===== src/rtl/exc_commit_ctrl_pkg.sv =====
// Shared constants for the exception/ERTN commit controller: Ecode/EsubCode values
// and the FSM state encoding.
package exc_commit_ctrl_pkg;

  localparam logic [5:0] ECODE_INT  = 6'h00;
  localparam logic [5:0] ECODE_ADEF = 6'h08;
  localparam logic [5:0] ECODE_ALE  = 6'h09;
  localparam logic [5:0] ECODE_SYS  = 6'h0B;
  localparam logic [5:0] ECODE_BRK  = 6'h0C;
  localparam logic [5:0] ECODE_INE  = 6'h0D;

  localparam logic [8:0] ESUBCODE_NONE = 9'h000;

  typedef enum logic [1:0] {
    ST_IDLE     = 2'd0,
    ST_COMMIT   = 2'd1,
    ST_REDIRECT = 2'd2,
    ST_DRAIN    = 2'd3
  } state_e;

endpackage


===== src/rtl/exc_commit_ctrl_prio_enc.sv =====
// Combinational priority encoder: WB exception flags and the sampled interrupt
// collapse to a single {hit, ecode, esubcode}.
module exc_prio_enc
  import exc_commit_ctrl_pkg::*;
(
  input  logic       has_int_i,
  input  logic       exc_adef_i,
  input  logic       exc_ine_i,
  input  logic       exc_sys_i,
  input  logic       exc_brk_i,
  input  logic       exc_ale_i,
  output logic       hit_o,
  output logic [5:0] ecode_o,
  output logic [8:0] esubcode_o
);

  always_comb begin
    hit_o      = 1'b1;
    ecode_o    = ECODE_INT;
    esubcode_o = ESUBCODE_NONE;
    if (has_int_i)       ecode_o = ECODE_INT;
    else if (exc_adef_i) ecode_o = ECODE_ADEF;
    else if (exc_ine_i)  ecode_o = ECODE_INE;
    else if (exc_sys_i)  ecode_o = ECODE_SYS;
    else if (exc_brk_i)  ecode_o = ECODE_BRK;
    else if (exc_ale_i)  ecode_o = ECODE_ALE;
    else                 hit_o   = 1'b0;
  end

endmodule


===== src/rtl/exc_commit_ctrl.sv =====
// Exception/ERTN commit sequencer between WB and CSR_Unit: pulses the CSR commit,
// holds flush, hands the redirect PC to Pre-IF, then drains before re-admitting WB.
module exc_commit_ctrl
  import exc_commit_ctrl_pkg::*;
#(
  parameter int DRAIN_CYCLES = 2,
  parameter int CNT_W        = 4
) (
  input  logic        clk,
  input  logic        resetn,
  input  logic        wb_valid,
  output logic        wb_ready,
  input  logic [31:0] wb_pc_in,
  input  logic        has_int,
  input  logic        exc_adef,
  input  logic        exc_ine,
  input  logic        exc_sys,
  input  logic        exc_brk,
  input  logic        exc_ale,
  input  logic        is_ertn,
  input  logic [31:0] ex_entry,
  input  logic [31:0] csr_era,
  output logic        wb_ex,
  output logic [5:0]  wb_ecode,
  output logic [8:0]  wb_esubcode,
  output logic [31:0] wb_pc,
  output logic        ertn_flush,
  output logic        flush,
  output logic        redirect_valid,
  input  logic        redirect_ready,
  output logic [31:0] redirect_pc
);

  state_e           state_q, state_d;
  logic [5:0]       ecode_q, ecode_d;
  logic [8:0]       esub_q, esub_d;
  logic [31:0]      pc_q, pc_d;
  logic             ertn_q, ertn_d;
  logic [CNT_W-1:0] cnt_q, cnt_d;

  logic       enc_hit;
  logic [5:0] enc_ecode;
  logic [8:0] enc_esub;
  logic       commit_event;

  exc_prio_enc u_prio_enc (
    .has_int_i  (has_int),
    .exc_adef_i (exc_adef),
    .exc_ine_i  (exc_ine),
    .exc_sys_i  (exc_sys),
    .exc_brk_i  (exc_brk),
    .exc_ale_i  (exc_ale),
    .hit_o      (enc_hit),
    .ecode_o    (enc_ecode),
    .esubcode_o (enc_esub)
  );

  assign commit_event = wb_valid & (enc_hit | is_ertn);

  always_ff @(posedge clk or negedge resetn) begin
    if (!resetn) begin
      state_q <= ST_IDLE;
      ecode_q <= '0;
      esub_q  <= '0;
      pc_q    <= '0;
      ertn_q  <= 1'b0;
      cnt_q   <= '0;
    end else begin
      state_q <= state_d;
      ecode_q <= ecode_d;
      esub_q  <= esub_d;
      pc_q    <= pc_d;
      ertn_q  <= ertn_d;
      cnt_q   <= cnt_d;
    end
  end

  always_comb begin
    state_d        = state_q;
    ecode_d        = ecode_q;
    esub_d         = esub_q;
    pc_d           = pc_q;
    ertn_d         = ertn_q;
    cnt_d          = cnt_q;
    wb_ready       = 1'b0;
    wb_ex          = 1'b0;
    wb_ecode       = '0;
    wb_esubcode    = '0;
    wb_pc          = '0;
    ertn_flush     = 1'b0;
    flush          = 1'b0;
    redirect_valid = 1'b0;
    redirect_pc    = '0;

    unique case (state_q)
      ST_IDLE: begin
        wb_ready = 1'b1;
        if (commit_event) begin
          // An exception on the ERTN itself wins and suppresses the ERTN.
          ecode_d = enc_hit ? enc_ecode : '0;
          esub_d  = enc_hit ? enc_esub : '0;
          ertn_d  = ~enc_hit;
          pc_d    = wb_pc_in;
          state_d = ST_COMMIT;
        end
      end
      ST_COMMIT: begin
        wb_ex       = ~ertn_q;
        ertn_flush  = ertn_q;
        wb_ecode    = ecode_q;
        wb_esubcode = esub_q;
        wb_pc       = pc_q;
        flush       = 1'b1;
        state_d     = ST_REDIRECT;
      end
      ST_REDIRECT: begin
        flush          = 1'b1;
        redirect_valid = 1'b1;
        // CSR_Unit has already absorbed the commit, so EENTRY/ERA are stable here.
        redirect_pc    = ertn_q ? csr_era : ex_entry;
        if (redirect_ready) begin
          if (DRAIN_CYCLES == 0) begin
            state_d = ST_IDLE;
          end else begin
            cnt_d   = CNT_W'(DRAIN_CYCLES);
            state_d = ST_DRAIN;
          end
        end
      end
      ST_DRAIN: begin
        flush = 1'b1;
        cnt_d = cnt_q - 1'b1;
        if (cnt_q == CNT_W'(1)) state_d = ST_IDLE;
      end
      default: state_d = ST_IDLE;
    endcase
  end

endmodule


===== config.mk =====
export PLATFORM = sky130hd
export DESIGN_NAME = exc_commit_ctrl
export DESIGN_NICKNAME = d
export VERILOG_FILES = /design/src/rtl/exc_commit_ctrl_pkg.sv /design/src/rtl/exc_commit_ctrl_prio_enc.sv /design/src/rtl/exc_commit_ctrl.sv
export SDC_FILE = /design/constraint.sdc
export NUM_CORES = 1
export LEC_CHECK = 0
export BUFFER_PORTS_ARGS = -buffer_cell sky130_fd_sc_hd__buf_2
export CORE_UTILIZATION = 48
export CTS_CLUSTER_SIZE = 24
export DETAILED_ROUTE_END_ITERATION = 10
export MAX_ROUTING_LAYER = met4
export PLACE_DENSITY = 0.87
export SLEW_MARGIN = 15
export SYNTH_ARGS = -nofsm -noshare
export SYNTH_HDL_FRONTEND = slang
export SYNTH_HIERARCHICAL = 1
export SYNTH_SLANG_ARGS = --single-unit

===== constraint.sdc =====
create_clock -name clk -period 2.62 [get_ports clk]
set_input_delay 0.131 -clock clk [delete_from_list [all_inputs] [get_ports clk]]
set_output_delay 0.131 -clock clk [all_outputs]
set_load 0.02 [all_outputs]

# Word level (Yosys, flattened, before mapping)
# Index checks and enable logic that the tools add are counted.
# word_totals
word_cells,51
inputBits,107
regBits,45
output_inout_bits,84
# op_classes
bitwise,4
n_eq_ne,7
n_mux,28
n_reduce_logical,6
n_addsub,1
# ops
op,count
32-bit two-way mux,3
6-bit two-way mux,7
1-bit two-way mux,11
4-bit two-way mux,2
2-bit one-hot mux with 4 select lines,1
4-bit one-hot mux with 2 select lines,1
2-bit two-way mux,3
2-bit != test (second input constant),3
2-bit == test (second input constant),2
4-bit by 1-bit == test with 1-bit output (second input constant),1
2-bit AND reduction,2
4-bit by 1-bit subtractor with 4-bit output (second input constant),1
3-bit AND reduction,1
3-bit OR reduction,1
2-bit by 1-bit == test with 1-bit output (second input constant),1
2-bit logical NOT,1
1-bit NOT,2
2-bit nonzero test,1
1-bit AND,1
1-bit bitwise OR,1

# Logic depth before layout (Yosys ltp)
# logic_depth
word_depth,10
mapped_depth,7
mapped_depth_nobuf,6

# By module
# The synthesis kept the hierarchy.
# modules_own_cells
module,seq_area_each_um2,n_inst,area_per_inst_um2,cells_each
exc_commit_ctrl,1351.3,1,3128.0,307
exc_prio_enc,0.0,1,152.6,23

# Worst setup path before layout
# Ideal clock, no wire load.
# synth_path
path_type,flip-flop to output port
from,register state_q[0]
to,output port redirect_pc[22]
arrival_time_ps,1635
path_stages_with_launch,6
t_required_ps,2489
setup_slack_ps,854
path_buffers,2
path_cell_list,dfrtp_1 -> inv_1 -> ha_1 -> clkbuf_1 -> clkbuf_1 -> nor2b_1
# synth_via
elab_chain_len,2
# synth_rtl
element,line_no,text
start: declaration,exc_commit_ctrl.sv:34,"state_e state_q, state_d;"
start signal: assignment,exc_commit_ctrl.sv:69,state_q <= state_d;
2-bit == test,exc_commit_ctrl.sv:95,unique case (state_q)
32-bit two-way mux,exc_commit_ctrl.sv:95,
end: declaration,exc_commit_ctrl.sv:31,output logic [31:0] redirect_pc
# Every way passes these cells.

==> run_results.csv <==
group,metric,value,unit
worst_setup_path,path_cells,"inv_1, ha_1, buf_4, and2_1, buf_2",
logic_synthesis,yosysWarnings,6,
sta,max_freq,0.475,GHz
flow_run,cap_violations,0,
sta,fin_crit_sh,0.804,
placement,post_dp_cell_area,0.00423,mm^2
floorplan,dieArea,0.00717,mm^2
sta,finalClockSkew,7.19,ps
global_route,grt_pass1_wl,13100,um
drt,wire_per_inst,14.0,um
worst_setup_path,path_class,"reg -> out",
global_route,antenna_found_initial,0,
final_layout,area_growth,32.6,%
clock_tree,h-tree-depth,2,
logic_synthesis,yosysUniqueCellTypes,30,
clock_tree,cts_buffers,5,
final_layout,multiInputGateArea,0.00175,mm^2
power_and_ir_drop,swShare,0.419,
outcome,status,"finished with violations",
sta,maxSlewViolCount,0,
global_route,grt_use_total,0.237,
logic_synthesis,synthArstFlopShare,1.00,
worst_setup_path,rr_worst_depth,5,
worst_setup_path,cp_max_fo,37,
floorplan,core,0.00646,mm^2
clock_tree,cts_buffer_depth,2,
drt,vias_per_cell,4.92,
drt,drtPass1Iterations,9,
sta,worst_slew_pin_slew,891,ps
power_and_ir_drop,ir_drop,0.572,mV
power_and_ir_drop,p_int,2510,uW
outcome,violations,"design-rule violations",
worst_setup_path,crit_start,"state_q[1]",
worst_hold_path,min_path_type,"in -> reg",
logic_synthesis,avgSynthCellArea,9.94,um^2
placement,place_inst,583,
sta,post-route-min-period,2110,ps
floorplan,io_pins,191,
logic_synthesis,ys_ff_latch,54,
drt,dr.first_iter.drc_count,107,
clock_tree,root_buffer,"clkbuf_8",
worst_setup_path,crit_slowest_cell,"dfrtp_1",
final_layout,seq_area,0.00135,mm^2
logic_synthesis,syn_area,0.00328,mm^2
clock_tree,clock_sinks,54,
floorplan,floorplan.initialDensity,0.508,
clock_tree,cts_tree,"done",
clock_tree,cts_resized,0,
clock_tree,cts_setup_buffers,0,
final_layout,final_cells,592,
worst_setup_path,crit_path_end_kind,"output pin",
clock_tree,path_clk_slew,90,ps
worst_setup_path,cpLargestDelayFamily,"buffers and inverters",
worst_setup_path,r2r_start,"state_q[0]",
sta,max_slew_margin,0.406,
placement,gp_congestion,0.745,
worst_setup_path,arrival,1980,ps
drt,drt-total-wl,8310,um
logic_synthesis,syn_inst,330,
worst_setup_path,critical_path_depth,5,
final_layout,drive_above_1_share,0.458,
sta,rsz0062_at_grt,"false",
clock_tree,clk_latency,300,ps
power_and_ir_drop,comb_power_share,0.539,
final_layout,nFillCells,517,
global_route,grt-ovfl-total,0,
worst_setup_path,slowest_delay,430,ps
drt,vias,2914,
worst_setup_path,ff2ff_setup_slack,700,ps
final_layout,diodes,0,
floorplan,die_y,84.7,um
worst_setup_path,crit_end,"wb_esubcode[1]",
global_route,grt_max_degree,40,
power_and_ir_drop,p_per_area,995,mW/mm^2
final_layout,design_area,0.00435,mm^2
drt,final_antenna_net_count,0,
logic_synthesis,yosysSeqAreaShare,0.412,
final_layout,fin_nets,628,
floorplan,rows,29,
power_and_ir_drop,pwr-share-seq,0.336,
sta,finalSetupViolCount,0,
worst_setup_path,crit_required,2490,ps
power_and_ir_drop,leakage,0.00230,uW
power_and_ir_drop,p_sw,1810,uW
logic_synthesis,synth_edf_count,0,
placement,portBuffers,190,
worst_setup_path,critPathBufInv,3,
worst_setup_path,start_kind,"flop",
logic_synthesis,synth_flop_cell,"dfrtp_1",
final_layout,final_util,0.673,
placement,dp_hpwl,6420,um
sta,fin_tns_setup,0,ps
drt,drc,2,
global_route,grt_pass1_vias,2852,
worst_setup_path,rr_endpoint,"pc_q[20]",
sta,hold_viol_final,0,
power_and_ir_drop,clock_power_share,0.124,
floorplan,die_width,84.7,um
## worst reg2reg max path: stages (launching register included)
cell and delay (ps):
dfrtp_1 400, inv_1 110, ha_1 290, o211ai_4 200, buf_4 420, mux2_2 390
## cells in the final DEF (no fill, tap or decap), types with 2 or more instances in the layout
cell type,n
a21oi_1,2
a22oi_1,2
a31oi_1,2
and2_1,49
buf_2,190
buf_4,8
clkbuf_1,2
clkbuf_8,5
conb_1,11
dfrtp_1,53
ha_1,7
inv_1,7
mux2_1,4
mux2_2,29
mux2i_1,32
nand2_1,33
nand3_1,2
nor2_1,5
nor2b_1,35
nor3_1,2
nor3b_1,2
o21a_1,2
o21ai_0,22
## cell type report
class                   count  area share
multi-input cells         247       0.402
flip-flops and latches     54       0.311
repair buffers            199       0.235
well taps                  77      0.0222
clock buffers               7      0.0175
clock inverters             1     0.00690
inverters                   7     0.00604
## through the flow
| step | setup slack (ps) | total power [uW] | hold WS (ps) |
|---|---|---|---|
| finish | 514 | 4330 | 39.3 |
| global route | 385 | 4620 | 33.5 |
| detailed placement | 674 | 3810 | 245 |
| floorplan | 854 | 3080 | -165 |
| CTS | 509 | 4360 | 32.9 |
| global placement | 718 | 3700 | 246 |
## worst min path at each step
stage / to / cells past startpoint / slack, ps / from
floorplan: cnt_q[0] / 0 / -160 / resetn
global placement: pc_q[24] / 1 / 250 / resetn
detailed placement: pc_q[22] / 1 / 250 / resetn
CTS: pc_q[7] / 2 / 30 / wb_pc_in[7]
global route: pc_q[7] / 2 / 30 / wb_pc_in[7]
finish: pc_q[7] / 2 / 40 / wb_pc_in[7]
## power by group through the flow
stage | Combinational (uW) | Clock [uW] | Sequential (uW)
global placement | 2260 | 0 | 1430
finish | 2330 | 537 | 1460
CTS | 2360 | 550 | 1450
global route | 2520 | 583 | 1510
floorplan | 1710 | 0 | 1370
detailed placement | 2350 | 0 | 1470
## Yosys cell counts (4+ instances only)
| cell type | number | share of area |
|---|---|---|
| ha_1 | 7 | 0.027 |
| clkbuf_1 | 10 | 0.011 |
| dfrtp_1 | 54 | 0.41 |
| buf_2 | 7 | 0.011 |
| inv_1 | 7 | 0.0080 |
| nor2b_1 | 35 | 0.067 |
| mux2_2 | 29 | 0.10 |
| buf_4 | 11 | 0.025 |
| mux2i_1 | 32 | 0.098 |
| nor2_1 | 5 | 0.0057 |
| o21ai_0 | 22 | 0.034 |
| nand2_1 | 33 | 0.038 |
| and2_1 | 49 | 0.093 |
| mux2_1 | 4 | 0.014 |
## cell families after synthesis
logic type | Yosys count | share of synthesized area
AND/OR/NAND/NOR | 131 | 0.221
buffers and inverters | 39 | 0.0671
AO/OA/AOI/OAI | 33 | 0.0610
adder cells (fa/ha/maj) | 7 | 0.0267
other | 1 | 0.00114
multiplexers | 65 | 0.211
flip-flops | 54 | 0.412
## registers in the layout (all words and copies together) (netlist names)
signal and flops:
pc_q 32, esub_q 9, ecode_q 6, cnt_q 4, state_q 2, ertn_q 1
## metal layers
metal / track usage / routed length, um / vias to the layer above / part of all wire
met5: - / 0 / - / 0
met4: 0.0539 / 90 / 0 / 0.011
met3: 0.0462 / 430 / 6 / 0.052
met2: 0.452 / 4570 / 106 / 0.55
met1: 0.251 / 3220 / 1371 / 0.39
li1: - / - / 1431 / -
## timing repair
item / in CTS / in global routing
endpoints found under the hold margin: 34 / 0
setup endpoints to repair: 0 / 0
hold buffers: 1 / 0
(Power assumes the default switching activity.)
